**src/rtl/timer_entry_pkg.sv**
```systemverilog
// Shared widths, state encoding and keypad helpers for the MM:SS digit entry block.
package timer_entry_pkg;

    localparam int BCD_W            = 4;
    localparam int NUM_DIGITS       = 4;
    localparam int DEF_MAX_SEC_TENS = 5;

    typedef enum logic [1:0] {
        ST_IDLE  = 2'd0,
        ST_ENTRY = 2'd1,
        ST_LOAD  = 2'd2
    } entry_state_e;

    function automatic logic is_one_hot(input logic [9:0] v);
        logic seen;
        logic multi;
        seen  = 1'b0;
        multi = 1'b0;
        for (int i = 0; i < 10; i++) begin
            if (v[i]) begin
                if (seen) multi = 1'b1;
                seen = 1'b1;
            end
        end
        return seen & ~multi;
    endfunction

    function automatic logic [BCD_W-1:0] key_to_bcd(input logic [9:0] v);
        logic [BCD_W-1:0] d;
        d = '0;
        for (int i = 0; i < 10; i++) begin
            if (v[i]) d = BCD_W'(i);
        end
        return d;
    endfunction

endpackage

```
**src/rtl/timer_digit_entry_debouncer.sv**
```systemverilog
// Keypad debounce: a one-hot pattern stable for DEBOUNCE_CYCLES samples is accepted once,
// then the keypad must read idle for DEBOUNCE_CYCLES samples before the next accept.
module key_debouncer
    import timer_entry_pkg::*;
#(
    parameter int DEBOUNCE_CYCLES = 4
) (
    input  logic             clk,
    input  logic             clear,
    input  logic [9:0]       keypad,
    output logic             digit_valid,
    output logic [BCD_W-1:0] digit
);

    localparam logic [7:0] CNT_LOAD = 8'(DEBOUNCE_CYCLES);

    logic [9:0] prev_q;
    logic [7:0] cnt_q;
    logic [7:0] cnt_next;
    logic       armed_q;
    logic       stable;

    // cnt holds the samples still missing; zero means the pattern is settled
    always_comb begin
        cnt_next = 8'd0;
        if (keypad != prev_q)
            cnt_next = CNT_LOAD - 8'd1;
        else if (cnt_q != 8'd0)
            cnt_next = cnt_q - 8'd1;
    end

    assign stable      = (cnt_next == 8'd0);
    assign digit_valid = stable & armed_q & is_one_hot(keypad);
    assign digit       = key_to_bcd(keypad);

    always_ff @(posedge clk) begin
        if (clear) begin
            prev_q  <= '0;
            cnt_q   <= CNT_LOAD;
            armed_q <= 1'b1;
        end else begin
            prev_q <= keypad;
            cnt_q  <= cnt_next;
            if (digit_valid)
                armed_q <= 1'b0;
            else if (stable && keypad == 10'd0)
                armed_q <= 1'b1;
        end
    end

endmodule

```
**src/rtl/timer_digit_entry.sv**
```systemverilog
// Digit entry front-end for the MM:SS counter chain: shift buffer, START/CANCEL handling
// and the one-cycle active-low load strobe.
//   state    | meaning
//   ST_IDLE  | buffer empty, waiting for a digit
//   ST_ENTRY | 1..4 digits buffered
//   ST_LOAD  | load strobe low, digits held for the counters
module timer_digit_entry
    import timer_entry_pkg::*;
#(
    parameter int DEBOUNCE_CYCLES = 4,
    parameter int MAX_SEC_TENS    = DEF_MAX_SEC_TENS
) (
    input  logic             clk,
    input  logic             clear,
    input  logic [9:0]       keypad,
    input  logic             key_start,
    input  logic             key_cancel,
    input  logic             timer_running,
    output logic [BCD_W-1:0] min_tens,
    output logic [BCD_W-1:0] min_units,
    output logic [BCD_W-1:0] sec_tens,
    output logic [BCD_W-1:0] sec_units,
    output logic             load,
    output logic             entry_active,
    output logic             invalid
);

    localparam logic [BCD_W-1:0] SEC_TENS_MAX = BCD_W'(MAX_SEC_TENS);
    localparam logic [2:0]       COUNT_FULL   = 3'(NUM_DIGITS);

    entry_state_e                          state_q, state_d;
    logic [NUM_DIGITS-1:0][BCD_W-1:0]      buf_q, buf_d;
    logic [2:0]                            count_q, count_d;
    logic                                  load_q, load_d;
    logic                                  invalid_q, invalid_d;
    logic                                  active_q;
    logic                                  start_q, cancel_q;
    logic                                  start_edge, cancel_edge;
    logic                                  digit_valid;
    logic [BCD_W-1:0]                      digit;

    key_debouncer #(
        .DEBOUNCE_CYCLES(DEBOUNCE_CYCLES)
    ) u_debouncer (
        .clk        (clk),
        .clear      (clear),
        .keypad     (keypad),
        .digit_valid(digit_valid),
        .digit      (digit)
    );

    assign start_edge  = key_start & ~start_q;
    assign cancel_edge = key_cancel & ~cancel_q;

    always_comb begin
        state_d   = state_q;
        buf_d     = buf_q;
        count_d   = count_q;
        load_d    = 1'b1;
        invalid_d = 1'b0;
        case (state_q)
            ST_LOAD: begin
                state_d = ST_IDLE;
                buf_d   = '0;
                count_d = 3'd0;
            end
            default: begin
                // order below is the in-cycle priority: CANCEL, START, digit
                if (!timer_running) begin
                    if (cancel_edge) begin
                        state_d = ST_IDLE;
                        buf_d   = '0;
                        count_d = 3'd0;
                    end else if (start_edge) begin
                        if (count_q == 3'd0 || buf_q[1] > SEC_TENS_MAX) begin
                            invalid_d = 1'b1;
                        end else begin
                            state_d = ST_LOAD;
                            load_d  = 1'b0;
                        end
                    end else if (digit_valid && count_q != COUNT_FULL) begin
                        state_d = ST_ENTRY;
                        buf_d   = {buf_q[NUM_DIGITS-2:0], digit};
                        count_d = count_q + 3'd1;
                    end
                end
            end
        endcase
    end

    always_ff @(posedge clk) begin
        if (clear) begin
            state_q   <= ST_IDLE;
            buf_q     <= '0;
            count_q   <= 3'd0;
            load_q    <= 1'b1;
            invalid_q <= 1'b0;
            active_q  <= 1'b0;
            start_q   <= 1'b0;
            cancel_q  <= 1'b0;
        end else begin
            state_q   <= state_d;
            buf_q     <= buf_d;
            count_q   <= count_d;
            load_q    <= load_d;
            invalid_q <= invalid_d;
            active_q  <= (count_d != 3'd0);
            start_q   <= key_start;
            cancel_q  <= key_cancel;
        end
    end

    assign min_tens     = buf_q[3];
    assign min_units    = buf_q[2];
    assign sec_tens     = buf_q[1];
    assign sec_units    = buf_q[0];
    assign load         = load_q;
    assign entry_active = active_q;
    assign invalid      = invalid_q;

endmodule
```
**config.mk**
```make
export PLATFORM = sky130hd
export DESIGN_NAME = timer_digit_entry
export DESIGN_NICKNAME = d
export VERILOG_FILES = /design/src/rtl/timer_entry_pkg.sv /design/src/rtl/timer_digit_entry_debouncer.sv /design/src/rtl/timer_digit_entry.sv
export SDC_FILE = /design/constraint.sdc
export NUM_CORES = 1
export LEC_CHECK = 0
export CORE_AREA = 2 2 69 71
export DETAILED_ROUTE_END_ITERATION = 7
export DIE_AREA = 0 0 71 73
export PLACE_DENSITY_LB_ADDON = 0.05
export SKIP_CTS_REPAIR_TIMING = 1
export SYNTH_ARGS = -nofsm -noshare
export SYNTH_HDL_FRONTEND = slang
export SYNTH_HIERARCHICAL = 1
export SYNTH_SLANG_ARGS = --single-unit
```
**constraint.sdc**
```tcl
create_clock -name clk -period 8.1 [get_ports clk]
set_input_delay 2.025 -clock clk [delete_from_list [all_inputs] [get_ports clk]]
set_output_delay 2.025 -clock clk [all_outputs]
set_load 0.1 [all_outputs]
```
==> impl_summary.txt, run 1 <==
----------------------------------------------------
[Power and ir drop]
  PnR Total Power ... 404 uW
  Static leakage ... 0.922 nW
  Maximum vdd ir drop ... 0.0969 mV
  Power density relative to cell area ... 158 nW/um^2

[Synthesis]
  Net count after synthesis ... 254
  Synth warn ... 6
  Most repeated cell in the gate-level netlist after synthesis ... sky130_fd_sc_hd__dfxtp_1
  Cell types with the highest counts after synthesis ... 45 x sky130_fd_sc_hd__dfxtp_1, 28 x sky130_fd_sc_hd__nor2_1, 17 x sky130_fd_sc_hd__a22oi_1
  Portion of synthesized cell area occupied by the leading cell type ... 0.421
  Dominant register cell in the synthesized netlist ... sky130_fd_sc_hd__dfxtp_1
  Post-Syn Area ... 2140 um^2
  Number of enable-type register cells in the synthesized netlist ... 0
  Number of library cell types mapped by synthesis ... 49
  Library cell with the largest summed area after synthesis ... sky130_fd_sc_hd__dfxtp_1
  Post-Synthesis Mean Instance Area ... 9.11 um^2
  Mapped Cells ... 235
  Flops & latches, synth ... 45
  Register area share after synthesis ... 0.421
  Ranking of synthesized cells by area ... sky130_fd_sc_hd__dfxtp_1 42%, sky130_fd_sc_hd__a22oi_1 6.0%, sky130_fd_sc_hd__nor2_1 4.9%
  Share of flip-flops with an asynchronous set or reset after synthesis ... 0

[Clocking]
  Master cell of the clock root buffer ... sky130_fd_sc_hd__clkbuf_8
  Number of levels in the clock H-tree ... 2
  # clock sinks ... 45
  Clock latency at the later pin of the worst-skew pair ... 0.29 ns
  Maximum buffer depth of the clock tree ... 2
  CTS tree ... done
  Number of CTS-inserted buffers ... 5
  Worst-path clk slew ... 0.09 ns

[Timing]
  Largest clock skew in the final design ... 0.00857 ns
  Total count of hold-check failures in the final report ... 0
  Slew Limit Headroom ... 0.348
  Transition time at the pin with the least slew margin ... 0.975 ns
  Number of max-slew violations in the final report ... 0
  Unrepaired setup endpoints after global routing ... no
  Crit path setup slack, layout ... 2.81 ns
  Final total negative setup slack ... 0 ns
  Post-route fraction of the period consumed by the critical path ... 0.653
  Max frequency ... 189 MHz
  Final setup viols ... 0
  Worst hold-check slack ... 0.497 ns
  Clock period minus worst slack ... 5.29 ns

[Layout]
  Non-filler cells, final ... 318
  Sequential standard cell area ... 901 um^2
  Fill count ... 431
  Multi-input gate area in the final layout ... 1110 um^2
  Share of layout cells above drive strength 1 ... 0.0644
  Design area ... 2550 um^2
  Antenna fix cells ... 0
  Final Core Density ... 0.562
  Final-stage net count ... 282
  Area added between synthesis and finish ... 19.1%

[Route]
  Via Count ... 1,713
  Mean routed wirelength per cell ... 13.2 um
  Residual DRC ... 0
  Remaining number of nets flagged by the antenna check after routing ... 0
  Via/cell ratio ... 5.39
  Detailed-router iteration count before antenna repair ... 4
  Number of violations reported at the end of detailed-routing iteration 0 ... 124
  Routed Wire Length ... 4190 um

[Worst setup path]
  FF-to-FF End ... entry_active
  Critical Path AT ... 5.48 ns
  Type of the setup path with the least slack ... primary input to flop
  Nature of the critical path startpoint ... primary input
  Endpoint type of the worst setup path ... flop
  Data required time at the worst endpoint ... 8.28 ns
  Cell family with the largest share of critical-path delay ... simple AND/OR/NAND/NOR gates
  Launch instance of the worst register-to-register path ... u_debouncer/cnt_q[0]
  Maximum net fanout on the critical path ... 17
  Largest stage delay on the critical path ... 0.51 ns
  Sum of buffers and inverters on the critical path ... 1
  Number of cell instances on the worst register-to-register path ... 10
  Register-to-Register Setup Slack ... 4.43 ns
  Cell at the slowest stage of the critical path ... sky130_fd_sc_hd__clkdlybuf4s50_1
  CP Cell Sequence ... clkdlybuf4s50_1 -> nor4_1 -> and2_1 -> o32ai_1 -> or3_1 -> a2111oi_4 -> nor2b_1 -> a31oi_2 -> mux2_4 -> a211o_1

[Die]
  Core outline area ... 4540 um^2
  Effective utilization at floorplan ... 0.472
  X dimension of the die ... 71 um
  Die boundary height ... 73 um
  Io pins ... 34
  Overall die area ... 5180 um^2
  Row count ... 25

[Global route]
  Global-route usage over all layers ... 0.169
  Pin count of the biggest net entering global routing ... 20
  Antenna violations before repair ... 0
  Total congestion overflow after global routing ... 0
  Global-route wire length before repair ... 7000 um
  Vias in the first global route ... 1,554

[Run status]
  Outcome ... complete, no violations

[Min path]
  Critical hold path startpoint ... state_q[0]
  Hold Path Stages ... 2
  End point of the most critical hold path ... state_q[0]
  Worst Hold Class ... flop to flop

[Placed design]
  Gpl congestion ... 0.775
  Port buffer count ... 33
  Placed instance count ... 310
  Post-place setup slack ... 2.48 ns
  Post-DP Area ... 2470 um^2
  Post-DP HPWL ... 2970 um

[Flow run]
  Reported max-cap violation count ... 0

----------------------------------------------------
-- area by class of cell --
class                   count  share of cell area
clock inverters             1             0.00294
well taps                  54              0.0265
clock buffers               7              0.0299
multi-input cells         164               0.437
inverters                  14              0.0206
flip-flops and latches     45               0.353
repair buffers             33               0.130
-- report_power, final --
group | switching, mW | internal [mW] | total [mW]
registers | 0.00234 | 0.225 | 0.227
clock network | 0.0730 | 0.0611 | 0.134
logic | 0.0238 | 0.0186 | 0.0424
-- state kept, by name, indices dropped and copies added, names as in the netlist --
signal,count
u_debouncer/armed_q,1
entry_active,1
u_debouncer/prev_q,10
sec_units,4
cancel_q,1
sec_tens,4
count_q,3
load,1
min_tens,4
min_units,4
u_debouncer/cnt_q,8
invalid,1
start_q,1
state_q,2
-- worst reg2reg max path, delay by kind of cell, from the launching register on --
| kind | cells | cell delay, ns |
|---|---|---|
| DFF | 1 | 0.34 |
| muxes | 1 | 0.41 |
| AOI/OAI and AO/OA | 4 | 1.45 |
| and+or+nand+nor | 2 | 1.05 |
| buffers and inverters | 2 | 0.16 |
| adders and majority gates | 1 | 0.15 |
-- layout by cell type, fill, tap and decap left out, types with 2 or more instances in the layout --
master / netlist / routed
sky130_fd_sc_hd__o21bai_1: 2 / 2
sky130_fd_sc_hd__ha_1: 4 / 4
sky130_fd_sc_hd__nor2b_1: 14 / 14
sky130_fd_sc_hd__a211o_1: 3 / 3
sky130_fd_sc_hd__nor3_1: 3 / 3
sky130_fd_sc_hd__nand4_1: 4 / 4
sky130_fd_sc_hd__clkbuf_8: 0 / 5
sky130_fd_sc_hd__or3_1: 2 / 2
sky130_fd_sc_hd__dfxtp_1: 45 / 45
sky130_fd_sc_hd__clkdlybuf4s50_1: 0 / 33
sky130_fd_sc_hd__and2_1: 3 / 3
sky130_fd_sc_hd__nor2_1: 28 / 28
sky130_fd_sc_hd__nand3_1: 3 / 3
sky130_fd_sc_hd__a22oi_1: 17 / 17
sky130_fd_sc_hd__inv_1: 14 / 14
sky130_fd_sc_hd__o21ai_0: 4 / 4
sky130_fd_sc_hd__xnor2_1: 9 / 9
sky130_fd_sc_hd__nand2_1: 12 / 12
sky130_fd_sc_hd__a21oi_1: 13 / 13
sky130_fd_sc_hd__nor4_1: 4 / 4
sky130_fd_sc_hd__xor2_1: 5 / 5
sky130_fd_sc_hd__or4_1: 2 / 2
sky130_fd_sc_hd__nand2b_1: 4 / 4
sky130_fd_sc_hd__a21boi_0: 4 / 4
sky130_fd_sc_hd__clkbuf_1: 5 / 2
-- worst max path at each step --
stage	start	to	slack (ns)	cells past startpoint
after global routing	keypad[4]	entry_active	2.57	10
after floorplan	keypad[4]	entry_active	3.64	11
after CTS	keypad[1]	entry_active	2.81	10
after detailed placement	keypad[1]	entry_active	2.48	10
final	keypad[1]	entry_active	2.81	10
after global placement	keypad[1]	entry_active	2.60	10
-- logic make-up after synthesis --
| family | count (synthesis) | synth area share |
|---|---|---|
| muxes | 1 | 0.00701 |
| AOI/OAI and AO/OA | 57 | 0.204 |
| DFF | 45 | 0.421 |
| xor gates and xnor gates | 14 | 0.0573 |
| adders and majority gates | 5 | 0.0281 |
| and+or+nand+nor | 87 | 0.224 |
| buffers and inverters | 26 | 0.0584 |
-- metal layers --
layer	track usage	vias to the layer above	wire length [um]
li1	-	884	-
met1	0.223	792	2020
met5	0	-	0
met2	0.269	31	1940
met4	0.0650	0	59
met3	0.0428	6	175
Note: power is estimated with default switching activity, not from simulation.
==> run 2, diff against run 1 <==
CORE_AREA = 2 2 70 72   (was 2 2 69 71)
DIE_AREA = 0 0 72 74   (was 0 0 71 73)
clock period = 4.6 ns   (was 8.1 ns; I/O delays follow)
==> run 2 against run 1 <==
Effect of this change: core utilization increased by 0.35 points; wire length increased by 2.1%; hold slack better by 0.016 ns; first-iteration DRC count is 27% higher; final cell count up 0.63%; die area is 2.8% higher; clock power up 130%; sequential cell count stayed put; count of clock-buffer cells in the layout is 1 lower; highest routed layer unchanged; sequential share of layout area decreased by 0.70 points.
==> impl_summary.txt, run 2 (synthesized netlist as in run 1, its figures left out) <==
----------------------------------------------------
[Layout]
  Largest register by flop count ... u_debouncer/prev_q
  Share of layout cells above drive strength 1 ... 0.0789 (+0.0146)
  Design area ... 2600 um^2 (+2.0%)
  Final-stage net count ... 284 (+0.71%)
  Max reg flops ... 10 (unchanged)
  Antenna fix cells ... 0 (unchanged)
  Highest-count cells in the layout ignoring fill and taps ... 45 x sky130_fd_sc_hd__dfxtp_1, 33 x sky130_fd_sc_hd__clkdlybuf4s50_1, 28 x sky130_fd_sc_hd__nor2_1, 17 x sky130_fd_sc_hd__a22oi_1
  Largest registers ranked by flip-flop count ... u_debouncer/prev_q: 10 flops, u_debouncer/cnt_q: 8 flops
  Most common library cell in the layout ignoring fill and taps ... sky130_fd_sc_hd__dfxtp_1
  Area added between synthesis and finish ... 21.5%

[Route]
  Length of routed met2 wiring ... 1930 um (-0.72%)
  Via Count ... 1,706 (-0.41%)
  Remaining number of nets flagged by the antenna check after routing ... 0 (unchanged)
  Length of routed met3 wiring ... 222 um (+27%)
  Mean routed wirelength per cell ... 13.4 um (+1.5%)
  Highest metal layer with signal wires ... met4
  DRT met1 WL ... 2080 um (+2.8%)
  Detailed-router iteration count before antenna repair ... 4 (unchanged)
  Number of violations reported at the end of detailed-routing iteration 0 ... 157 (+27%)
  Residual DRC ... 0 (unchanged)
  Routed Wire Length ... 4280 um (+2.1%)
  Via/cell ratio ... 5.33 (-1.0%)

[Die]
  Die boundary height ... 74 um (+1.4%)
  Core outline area ... 4600 um^2 (+1.4%)
  Overall die area ... 5330 um^2 (+2.8%)
  Effective utilization at floorplan ... 0.466 (-0.00642)
  Row count ... 25 (unchanged)
  X dimension of the die ... 72 um (+1.4%)
  Io pins ... 34 (unchanged)

[Run status]
  Outcome ... complete, no violations

[Worst setup path]
  Critical Path AT ... 4.07 ns (-1.41 ns)
  Nature of the critical path startpoint ... primary input
  Type of the setup path with the least slack ... primary input to flop
  Maximum net fanout on the critical path ... 17 (unchanged)
  Data required time at the worst endpoint ... 4.84 ns (-3.44 ns)
  Endpoint type of the worst setup path ... flop

[Clocking]
  Worst-path clk slew ... 0.09 ns (about the same)
  # clock sinks ... 45 (unchanged)
  CTS tree ... done
  Maximum buffer depth of the clock tree ... 2 (unchanged)
  Number of CTS-inserted buffers ... 5 (unchanged)
  Master cell of the clock root buffer ... sky130_fd_sc_hd__clkbuf_8
  Clock latency at the later pin of the worst-skew pair ... 0.30 ns (about the same)
  Number of levels in the clock H-tree ... 2 (unchanged)

[Timing]
  Worst hold-check slack ... 0.513 ns (+0.0160 ns)
  Max frequency ... 261 MHz
  Number of max-slew violations in the final report ... 0 (unchanged)
  Final setup viols ... 0 (unchanged)
  Slew Limit Headroom ... 0.351 (+0.00349)
  Crit path setup slack, layout ... 0.775 ns (-2.03 ns)
  Post-route fraction of the period consumed by the critical path ... 0.832
  Largest clock skew in the final design ... 0.00894 ns (+0.000374 ns)
  Total count of hold-check failures in the final report ... 0 (unchanged)
  Transition time at the pin with the least slew margin ... 0.970 ns (-0.00522 ns)
  Clock period minus worst slack ... 3.83 ns
  Unrepaired setup endpoints after global routing ... no
  Final total negative setup slack ... 0 ns (unchanged)

[Placed design]
  Post-DP HPWL ... 2980 um (+0.33%)
  Post-place setup slack ... 0.454 ns (-2.02 ns)
  Port buffer count ... 33 (unchanged)
  Gpl congestion ... 0.856 (+10%)
  Post-DP Area ... 2480 um^2 (+0.61%)

[Power and ir drop]
  Power dissipated by switching net loads ... 180 uW (+82%)
  Fraction of power spent switching nets ... 0.229 (-0.0164)
  Fraction of power consumed by the clock network ... 0.395 (+0.063)
  Power density relative to cell area ... 302 nW/um^2 (+91%)
  Maximum vdd ir drop ... 0.175 mV (+81%)
  PnR Total Power ... 787 uW (+95%)
  Proportion of power drawn by flip-flops and latches ... 0.509 (-0.054)
  Static leakage ... 0.951 nW (+3.1%)
  Combinational power share ... 0.096 (-0.009)
  Internal cell power ... 606 uW (+99%)

[Flow run]
  Reported max-cap violation count ... 0 (unchanged)

[Global route]
  Total congestion overflow after global routing ... 0 (unchanged)
  Global-route wire length before repair ... 7360 um (+5.1%)
  Pin count of the biggest net entering global routing ... 20 (unchanged)
  Vias in the first global route ... 1,574 (+1.3%)
  Antenna violations before repair ... 0 (unchanged)
  Global-route usage over all layers ... 0.175 (+0.00580)

[Min path]
  Worst Hold Class ... flop to flop

----------------------------------------------------
## run 2: worst max-delay path, cell delays in order
cell and delay, ns:
sky130_fd_sc_hd__clkdlybuf4s50_1 0.50, sky130_fd_sc_hd__nor4_1 0.47, sky130_fd_sc_hd__and2_1 0.21, sky130_fd_sc_hd__o32ai_1 0.08
sky130_fd_sc_hd__or3_1 0.35, sky130_fd_sc_hd__a2111oi_4 0.23, sky130_fd_sc_hd__nor2b_1 0.24, sky130_fd_sc_hd__buf_4 0.17
sky130_fd_sc_hd__and4_4 0.35, sky130_fd_sc_hd__mux2_4 0.19, sky130_fd_sc_hd__and2_1 0.11
## run 2: worst paths after layout
path	start	end	slack, ns	cells past startpoint
setup / recovery	keypad[1]	count_q[0]	0.77	11
hold / removal	state_q[0]	state_q[0]	0.51	2
setup reg to reg	u_debouncer/cnt_q[0]	count_q[0]	1.41	11
hold reg to reg	state_q[0]	state_q[0]	0.51	2
## run 2: power by group through the flow
| stage | Sequential, mW | Combinational, mW | Clock [mW] |
|---|---|---|---|
| 6_report | 0.401 | 0.0753 | 0.311 |
| 5_1_grt | 0.402 | 0.0844 | 0.339 |
| 4_1_cts | 0.401 | 0.0760 | 0.321 |
| 3_5_place_dp | 0.410 | 0.0755 | 0 |
| 3_3_place_gp | 0.410 | 0.0754 | 0 |
| 2_1_floorplan | 0.410 | 0.0487 | 0 |
## run 2: layout make-up
type,count,area [um^2]
clock buffers,6,82.6
clock inverters,2,37.5
fillers,417,2000
inverters,14,52.6
multi-input cells,164,1110
flip-flops and latches,45,901
well taps,54,67.6
repair buffers,35,345
## run 2: routing by layer
layer,track usage,up-vias
li1,-,885
met1,0.252,766
met2,0.257,48
met3,0.0366,7
met4,0.0713,0
met5,0,-
## run 2: through the flow
step,instances,util
6_report,320,0.566
5_1_grt,320,0.566
4_1_cts,320,0.566
3_5_place_dp,312,0.540
3_3_place_gp,312,0.540
2_1_floorplan,235,-
